## src/rtl/seq_div_8x4_if.sv

```systemverilog
// ============================================================================
//  Module      : seq_div_8x4_if
//  Description : Operand/result bundle for the 8-by-4 sequential divider.
//  Revision    : 1.0  initial release
// ============================================================================
`default_nettype none

interface seq_div_8x4_if;
  logic       start;
  logic [7:0] dividend;
  logic [3:0] divisor;
  logic [7:0] quotient;
  logic [3:0] remainder;
  logic       busy;
  logic       done;
  logic       div_by_zero;

  modport master (
    output start, dividend, divisor,
    input  quotient, remainder, busy, done, div_by_zero
  );

  modport slave (
    input  start, dividend, divisor,
    output quotient, remainder, busy, done, div_by_zero
  );
endinterface

`default_nettype wire

```

## src/rtl/seq_div_8x4.sv

```systemverilog
// ============================================================================
//  Module      : seq_div_8x4
//  Description : Restoring 8-bit / 4-bit unsigned divider, one quotient bit per
//                clock, MSB first. Define DIV_ZERO_CHECK_EN for an early exit
//                and flag on a zero divisor.
//  Revision    : 1.0  initial release
// ============================================================================
`default_nettype none

module seq_div_8x4 (
  input  logic          clk,
  input  logic          rst_n,
  seq_div_8x4_if.slave  bus
);

  typedef enum logic [1:0] {
    IDLE = 2'd0,
    CALC = 2'd1,
    DONE = 2'd2
  } state_t;

  state_t     state_q, state_d;
  logic [2:0] cnt_q, cnt_d;
  logic [7:0] dvd_q, dvd_d;
  logic [3:0] dvs_q, dvs_d;
  logic [3:0] part_q, part_d;
  logic [6:0] qacc_q, qacc_d;
  logic [7:0] quot_q, quot_d;
  logic [3:0] rem_q, rem_d;

  logic [4:0] trial;
  logic [3:0] diff;
  logic       qbit;
  logic [3:0] r_next;

`ifdef DIV_ZERO_CHECK_EN
  logic dbz_q, dbz_d;
`endif

  always_comb begin
    state_d = state_q;
    cnt_d   = cnt_q;
    dvd_d   = dvd_q;
    dvs_d   = dvs_q;
    part_d  = part_q;
    qacc_d  = qacc_q;
    quot_d  = quot_q;
    rem_d   = rem_q;
`ifdef DIV_ZERO_CHECK_EN
    dbz_d   = dbz_q;
`endif

    // Low 4 bits of the subtraction are exact whenever trial >= divisor.
    trial  = {part_q, dvd_q[7]};
    qbit   = (trial >= {1'b0, dvs_q});
    diff   = trial[3:0] - dvs_q;
    r_next = qbit ? diff : trial[3:0];

    case (state_q)
      IDLE, DONE: begin
        state_d = IDLE;
        if (bus.start) begin
          state_d = CALC;
          cnt_d   = 3'd0;
          part_d  = 4'd0;
          qacc_d  = 7'd0;
          dvd_d   = bus.dividend;
          dvs_d   = bus.divisor;
`ifdef DIV_ZERO_CHECK_EN
          dbz_d   = 1'b0;
          if (bus.divisor == 4'd0) begin
            state_d = DONE;
            quot_d  = 8'hFF;
            rem_d   = bus.dividend[3:0];
            dbz_d   = 1'b1;
          end
`endif
        end
      end
      CALC: begin
        part_d = r_next;
        dvd_d  = {dvd_q[6:0], 1'b0};
        qacc_d = {qacc_q[5:0], qbit};
        cnt_d  = cnt_q + 3'd1;
        if (cnt_q == 3'd7) begin
          state_d = DONE;
          quot_d  = {qacc_q, qbit};
          rem_d   = r_next;
        end
      end
      default: state_d = IDLE;
    endcase
  end

  always_ff @(posedge clk) begin
    if (!rst_n) begin
      state_q <= IDLE;
      cnt_q   <= 3'd0;
      dvd_q   <= 8'd0;
      dvs_q   <= 4'd0;
      part_q  <= 4'd0;
      qacc_q  <= 7'd0;
      quot_q  <= 8'd0;
      rem_q   <= 4'd0;
    end else begin
      state_q <= state_d;
      cnt_q   <= cnt_d;
      dvd_q   <= dvd_d;
      dvs_q   <= dvs_d;
      part_q  <= part_d;
      qacc_q  <= qacc_d;
      quot_q  <= quot_d;
      rem_q   <= rem_d;
    end
  end

`ifdef DIV_ZERO_CHECK_EN
  always_ff @(posedge clk) begin
    if (!rst_n) dbz_q <= 1'b0;
    else        dbz_q <= dbz_d;
  end
  assign bus.div_by_zero = dbz_q;
`else
  assign bus.div_by_zero = 1'b0;
`endif

  assign bus.quotient  = quot_q;
  assign bus.remainder = rem_q;
  assign bus.busy      = (state_q == CALC);
  assign bus.done      = (state_q == DONE);

endmodule

`default_nettype wire

```

## src/flat_wrapper.sv

```systemverilog
// flat-port wrapper written by rule: the top's interface ports become plain ports
module seq_div_8x4_flat 
  (clk, rst_n, bus_start, bus_dividend, bus_divisor, bus_quotient, bus_remainder, bus_busy, bus_done, bus_div_by_zero);
  seq_div_8x4_if bus_i ();
  input  logic clk;
  input  logic rst_n;
  input wire logic [$bits(bus_i.start)-1:0] bus_start;
  input wire logic [$bits(bus_i.dividend)-1:0] bus_dividend;
  input wire logic [$bits(bus_i.divisor)-1:0] bus_divisor;
  output wire logic [$bits(bus_i.quotient)-1:0] bus_quotient;
  output wire logic [$bits(bus_i.remainder)-1:0] bus_remainder;
  output wire logic [$bits(bus_i.busy)-1:0] bus_busy;
  output wire logic [$bits(bus_i.done)-1:0] bus_done;
  output wire logic [$bits(bus_i.div_by_zero)-1:0] bus_div_by_zero;
  assign bus_i.start = bus_start;
  assign bus_i.dividend = bus_dividend;
  assign bus_i.divisor = bus_divisor;
  assign bus_quotient = bus_i.quotient;
  assign bus_remainder = bus_i.remainder;
  assign bus_busy = bus_i.busy;
  assign bus_done = bus_i.done;
  assign bus_div_by_zero = bus_i.div_by_zero;
  seq_div_8x4 u_core (.clk(clk), .rst_n(rst_n), .bus(bus_i));
endmodule
```

## config.mk

```make
export PLATFORM = sky130hd
export DESIGN_NAME = seq_div_8x4_flat
export DESIGN_NICKNAME = d
export VERILOG_FILES = /design/src/rtl/seq_div_8x4_if.sv /design/src/rtl/seq_div_8x4.sv /design/src/flat_wrapper.sv
export SDC_FILE = /design/constraint.sdc
export NUM_CORES = 1
export LEC_CHECK = 0
export CELL_PAD_IN_SITES_DETAIL_PLACEMENT = 0
export CELL_PAD_IN_SITES_GLOBAL_PLACEMENT = 2
export CORE_MARGIN = 4
export CORE_UTILIZATION = 29
export CTS_CLUSTER_SIZE = 12
export DETAILED_ROUTE_END_ITERATION = 7
export PLACE_DENSITY_LB_ADDON = 0.05
export SYNTH_ARGS = -nofsm -noshare
export SYNTH_HDL_FRONTEND = slang
export SYNTH_SLANG_ARGS = --single-unit
```

## constraint.sdc

```tcl
create_clock -name clk -period 1.7 [get_ports clk]
set_input_delay 0.34 -clock clk [delete_from_list [all_inputs] [get_ports clk]]
set_output_delay 0.34 -clock clk [all_outputs]
set_load 0.02 [all_outputs]
```

==> summary.txt, run 1 <==
Setup path
  – FF-to-FF Start: u_core.dvs_q[3]
  – Crit end category: register
  – Highest fanout seen on the critical path: 8
  – Crit Path Class: reg2reg
  – WP data required: 1.89 ns
  – Worst Path Arrival: 1.94 ns
  – Launch point of the worst path: u_core.dvs_q[3]
  – Cells on worst reg2reg path: 7
  – Startpoint Class: register

Routing
  – Initial DRC count: 66
  – Avg WL per Cell: 13.4 µm
  – Vias per cell: 4.78
  – Vias: 1543
  – Drt total wl: 4320 µm
  – First-pass detailed-route iteration total: 4
  – DRC: 0
  – Final ANT Viol Nets: 0

Power and ir drop
  – Tot Pwr: 2.26 mW
  – Maximum vdd drop: 0.412 mV
  – Leak: 1.01 nW
  – PD cells: 902 mW/mm²

Clock tree
  – CTS sink count: 40
  – Later-pin clock latency in the skew report: 0.30 ns
  – Cts bufs inserted: 5
  – Maximum clock path buffer count: 2
  – Post-CTS Hold Buffers: 0
  – CTS tree: done
  – CTS H-tree depth: 2
  – Clock transition at path regs: 0.09 ns
  – CTS Root Cell: clkbuf_8

Timing
  – Setup TNS: -0.148 ns
  – Achievable Freq: 0.571 GHz
  – # setup viols final: 4
  – Final period utilization: 103%
  – Max-slew headroom: 55.8%
  – Worst Max-Slew Pin Slew: 0.662 ns
  – Final worst slack: -0.0518 ns
  – Hold Fails Final Rpt: 0
  – RSZ-0062 raised after global routing: true
  – Final min period: 1.75 ns
  – Slew Viols, Final: 0
  – Post-Route Skew: 0.00873 ns

Synth
  – Top-area cell type share of the netlist area: 43.7%
  – Count leader, synth: dfxtp_1
  – Area leader, netlist: dfxtp_1
  – EDFF count, synth: 0
  – Synth Instances: 203
  – Mean post-synth cell area: 9.03 µm²
  – Ys flop type: dfxtp_1
  – Distinct cells, synth: 39
  – Commonest cells post-synth: dfxtp_1, nand2_1, nor2b_1
  – Synthesis Warnings: 0
  – Sequential share of the synthesized area: 43.7%
  – Flops & latches, synth: 40
  – Async SR Flop Fraction: 0%
  – Syn nets: 225
  – Mapped Area: 0.00183 mm²
  – Largest cells by area after synthesis: dfxtp_1, nor2b_1, mux2i_1

Die
  – Die ar.: 0.00766 mm²
  – Site Rows: 28
  – IO Count: 30
  – Die height: 87.5 µm
  – Chip Width: 87.5 µm
  – Core footprint: 0.00603 mm²
  – Initial core utilization: 30.4%

Finish
  – Antenna Diode Count: 0
  – Post-layout net count: 269
  – Area Growth Syn to Fin: 36.7%
  – Layout cells sized above 1: 21.8%

GRT
  – First-pass GRT wire length: 7280 µm
  – Total GRT Usage: 12.2%
  – Vias in the first global route: 1546
  – Overflow after GRT: 0
  – Largest net degree at the start of global routing: 20
  – Initial antenna violation count: 0

Placement
  – Placer Congestion: 0.756
  – Number of port buffers: 28
  – DP HPWL: 3050 µm
  – Dpl ws: -0.415 ns

Job
  – Max-cap viol count: 0

Run status
  – Status: finished, violations left
  – Violated checks: negative setup slack

Hold path
  – WHS Path Cells: 2
  – Min-delay worst type: reg2reg
  – Hold Startpoint: u_core.bus.quotient[7]
## critical path, cell delays in order, from the launching register on
cell,delay [ns]
dfxtp_2,0.33
inv_2,0.05
ha_4,0.15
or2_4,0.24
a2111oi_4,0.40
nor2_4,0.14
mux2i_2,0.24
a21oi_1,0.10
## stage by stage
stage | hold slack [ns] | instances | utilization [%] | instance area [µm²]
2_1_floorplan | 0.430 | 203 | - | 1850
6_report | 0.459 | 323 | 41.6 | 2500
3_3_place_gp | 0.447 | 311 | 38.2 | 2300
3_5_place_dp | 0.448 | 311 | 38.2 | 2300
5_1_grt | 0.486 | 323 | 41.6 | 2500
4_1_cts | 0.465 | 322 | 41.3 | 2490
## layout by cell type, fill, tap and decap left out, types with 3 or more instances in the layout
cell type / netlist / final
nand3_1: 8 / 8
nand4_1: 3 / 3
o21ai_1: 4 / 4
inv_2: 1 / 4
inv_1: 8 / 5
o211a_1: 7 / 7
nor2b_1: 18 / 18
dfxtp_1: 40 / 35
mux2i_1: 10 / 9
clkbuf_8: 0 / 5
dfxtp_2: 0 / 5
nor2_1: 9 / 8
a22oi_1: 10 / 10
a21boi_0: 6 / 6
clkdlybuf4s50_1: 0 / 26
nand2_1: 25 / 25
or2_4: 1 / 3
a21oi_1: 8 / 7
buf_4: 1 / 23
ha_4: 0 / 3
## registers in the layout, indices dropped and copies added, names as in the netlist
signal                cells
u_core.state_q            2
u_core.cnt_q              3
u_core.bus.quotient       8
u_core.bus.remainder      4
u_core.dvd_q              8
u_core.dvs_q              4
u_core.part_q             4
u_core.qacc_q             7
## path summary, 6_finish.rpt
kind / slack, ns / to
worst max-delay path: -0.05 / u_core.bus.remainder[2]
worst min-delay path: 0.46 / u_core.bus.quotient[7]
worst max register to register: -0.05 / u_core.bus.remainder[2]
worst min register to register: 0.46 / u_core.bus.quotient[7]
## what timing repair did
action,in CTS,in global routing
resized for setup,15,6
setup endpoints to repair,21,17
setup buffers,3,1
pin swaps,6,9
## final cells by class
cell class              count  area [µm²]
repair buffers             51         450
flip-flops and latches     40         807
fillers                   642        3520
clock inverters             3        46.3
inverters                   9        33.8
multi-input cells         140        1000
well taps                  75        93.8
clock buffers               5        68.8
## where the power goes
part | leakage, nW | switching (mW) | internal [mW] | total (mW)
combinational | 0.631 | 0.212 | 0.227 | 0.439
clock | 0.0548 | 0.378 | 0.443 | 0.821
sequential | 0.327 | 0.0237 | 0.975 | 0.999
total | 1.01 | 0.614 | 1.64 | 2.26
## cell families (layout without fill, tap and decap cells)
kind of cell / count (synthesis) / in the layout / synth area share, %
compound gates: 48 / 48 / 19.7
xor+xnor: 1 / 1 / 0.478
fa+ha+maj: 7 / 7 / 5.19
buf+inv: 23 / 68 / 5.26
flops: 40 / 40 / 43.7
mux: 10 / 10 / 5.46
other cells: 1 / 1 / 0.205
simple gates: 73 / 73 / 20.1
## metal layers
metal	wire, µm	up-vias	GRT usage [%]
met1	2080	711	15.5
met2	2000	32	19.7
li1	-	789	-
met4	75	0	5.02
met5	0	-	0
met3	166	11	3.12
(Power assumes the default switching activity.)
==> run 2: changes to the inputs <==
--- a/config.mk
+++ b/config.mk
@@ -12,6 +12,7 @@
 export CTS_CLUSTER_SIZE = 12
 export DETAILED_ROUTE_END_ITERATION = 7
 export PLACE_DENSITY_LB_ADDON = 0.05
+export SETUP_SLACK_MARGIN = 0.15
 export SYNTH_ARGS = -nofsm -noshare
 export SYNTH_HDL_FRONTEND = slang
 export SYNTH_SLANG_ARGS = --single-unit
==> run 2 against run 1 <==
Against the previous run: the flow now finishes without violations; combinational power is 6.4% higher; sequential cell count stayed put; total power is 1.3% lower; wire length is 1.5% lower; sequential share of layout area is 0.36 points lower; register-to-register slack better by 0.08 ns; largest power group unchanged.
==> summary.txt, run 2 (synthesized netlist as in run 1, its figures left out) <==
Run status
  – Status: finished clean

Timing
  – Achievable Freq: 0.597 GHz (+4.5%)
  – Final period utilization: 98.6% (-4.4 points)
  – Hold Fails Final Rpt: 0 (unchanged)
  – Final min period: 1.68 ns (-0.0756 ns)
  – # setup viols final: 0 (-4)
  – RSZ-0062 raised after global routing: true
  – Slew Viols, Final: 0 (unchanged)
  – Final worst slack: 0.0238 ns (+0.0756 ns)
  – Post-Route Skew: 0.00514 ns (-0.00359 ns)

Power and ir drop
  – Reg power frac: 44.8% (+0.6 points)
  – Maximum vdd drop: 0.381 mV (-7.5%)
  – Switching portion of total power: 26.1% (-1.1 points)
  – Switching pwr: 0.582 mW (-5.2%)
  – Clk network pwr share: 34.2% (-2.1 points)
  – PD cells: 878 mW/mm² (-2.7%)
  – Leak: 1.08 nW (+6.9%)
  – Logic pwr share: 21.0% (+1.5 points)
  – Pint: 1.65 mW (+0.22%)

Setup path
  – Highest fanout seen on the critical path: 5 (-3)
  – Crit end category: register
  – Startpoint Class: register
  – Worst Path Arrival: 1.86 ns (-0.08 ns)
  – WP data required: 1.88 ns (about the same)
  – Crit Path Class: reg2reg

Clock tree
  – CTS sink count: 40 (unchanged)
  – CTS H-tree depth: 2 (unchanged)
  – CTS tree: done
  – Cts bufs inserted: 5 (unchanged)
  – Later-pin clock latency in the skew report: 0.29 ns (about the same)
  – Maximum clock path buffer count: 2 (unchanged)
  – Clock transition at path regs: 0.08 ns (about the same)
  – CTS Root Cell: clkbuf_8

GRT
  – Initial antenna violation count: 0 (unchanged)
  – Largest net degree at the start of global routing: 18 (-10%)
  – Overflow after GRT: 0 (unchanged)
  – Vias in the first global route: 1505 (-2.7%)
  – First-pass GRT wire length: 7000 µm (-3.8%)
  – Total GRT Usage: 11.7% (-0.49 points)

Placement
  – Placer Congestion: 0.696 (-7.9%)
  – Placed Area: 0.00234 mm² (+1.5%)
  – DP HPWL: 3100 µm (+1.5%)
  – Dpl ws: -0.380 ns (+0.0351 ns)
  – Number of port buffers: 28 (unchanged)

Finish
  – Antenna Diode Count: 0 (unchanged)
  – Post-layout net count: 268 (-0.37%)
  – Most frequent cells in the layout: dfxtp_1, nand2_1, buf_4, nor2b_1, clkdlybuf4s50_1
  – Layout cells sized above 1: 25.1% (+3.3 points)
  – Area Growth Syn to Fin: 38.6%
  – Most common cell after layout, fill and taps aside: dfxtp_1
  – Post-route cell area: 0.00254 mm² (+1.4%)
  – Layout Utilization: 42.2% (+0.60 points)

Routing
  – DRC: 0 (unchanged)
  – Avg WL per Cell: 13.2 µm (-1.2%)
  – Vias: 1543 (unchanged)
  – First-pass detailed-route iteration total: 4 (unchanged)
  – Initial DRC count: 39 (-41%)
  – WL met2: 2040 µm (+1.7%)
  – Met3 WL: 178 µm (+7.2%)
  – M1 WL: 2000 µm (-3.6%)
  – Top routing layer in use: met4
  – Vias per cell: 4.79 (+0.31%)
  – Drt total wl: 4260 µm (-1.5%)
  – Final ANT Viol Nets: 0 (unchanged)

Die
  – IO Count: 30 (unchanged)
  – Die ar.: 0.00766 mm² (unchanged)
  – Chip Width: 87.5 µm (unchanged)
  – Initial core utilization: 30.4% (unchanged)
  – Core footprint: 0.00603 mm² (unchanged)
  – Die height: 87.5 µm (unchanged)
  – Site Rows: 28 (unchanged)

Hold path
  – Min-delay worst type: reg2reg

Job
  – Max-cap viol count: 0 (unchanged)
## run 2: power by group through the flow
stage	logic (mW)	registers [mW]	clock network [mW]
after global placement	0.396	1.02	0
after detailed placement	0.401	1.02	0
after floorplan	0.278	1.02	0
after CTS	0.437	0.999	0.795
final	0.467	1.00	0.762
after global routing	0.515	1.00	0.829
## run 2: layout make-up
| cell class | count | area, µm² |
|---|---|---|
| sequential | 40 | 810 |
| multi-input combinational | 141 | 1060 |
| clock inverter | 2 | 35.0 |
| timing repair buffer | 49 | 433 |
| tap | 75 | 93.8 |
| inverter | 9 | 33.8 |
| fill | 631 | 3480 |
| clock buffer | 6 | 72.6 |
## run 2: layer usage
layer,track usage (%),vias up
met4,3.77,0
met1,14.7,719
met3,3.12,6
met5,0,-
li1,-,784
met2,19.6,34
## run 2: final timing paths
kind / start / endpoint / slack [ns] / depth (start not counted)
worst max-delay path: u_core.dvd_q[7] / u_core.bus.remainder[2] / 0.02 / 7
worst min-delay path: u_core.bus.quotient[5] / u_core.bus.quotient[5] / 0.46 / 2
worst max register to register: u_core.dvd_q[7] / u_core.bus.remainder[2] / 0.02 / 7
worst min register to register: u_core.bus.quotient[5] / u_core.bus.quotient[5] / 0.46 / 2
## run 2: worst max-delay path, stage by stage (launching register included)
cell and delay, ns:
dfxtp_2 0.34, inv_2 0.05, ha_4 0.21, nand2b_4 0.14, a2111oi_4 0.38, nor2_4 0.12, mux2i_2 0.23, a21oi_1 0.09
## run 2: stage by stage
stage / cells / total power [mW] / TNS (ns) / hold slack [ns]
6_report: 322 / 2.23 / 0 / 0.462
5_1_grt: 322 / 2.35 / -0.325 / 0.479
4_1_cts: 322 / 2.23 / 0 / 0.466
3_5_place_dp: 310 / 1.42 / -5.59 / 0.456
3_3_place_gp: 310 / 1.42 / -4.34 / 0.444
2_1_floorplan: 203 / 1.29 / 0 / 0.430
## run 2: repair_timing
action                                  in CTS  in global routing
resized for setup                           22                 20
setup buffers                                3                  0
hold buffers                                 0                  0
gates cloned                                 1                  0
pin swaps                                    8                  1
endpoints found under the setup margin      41                 28
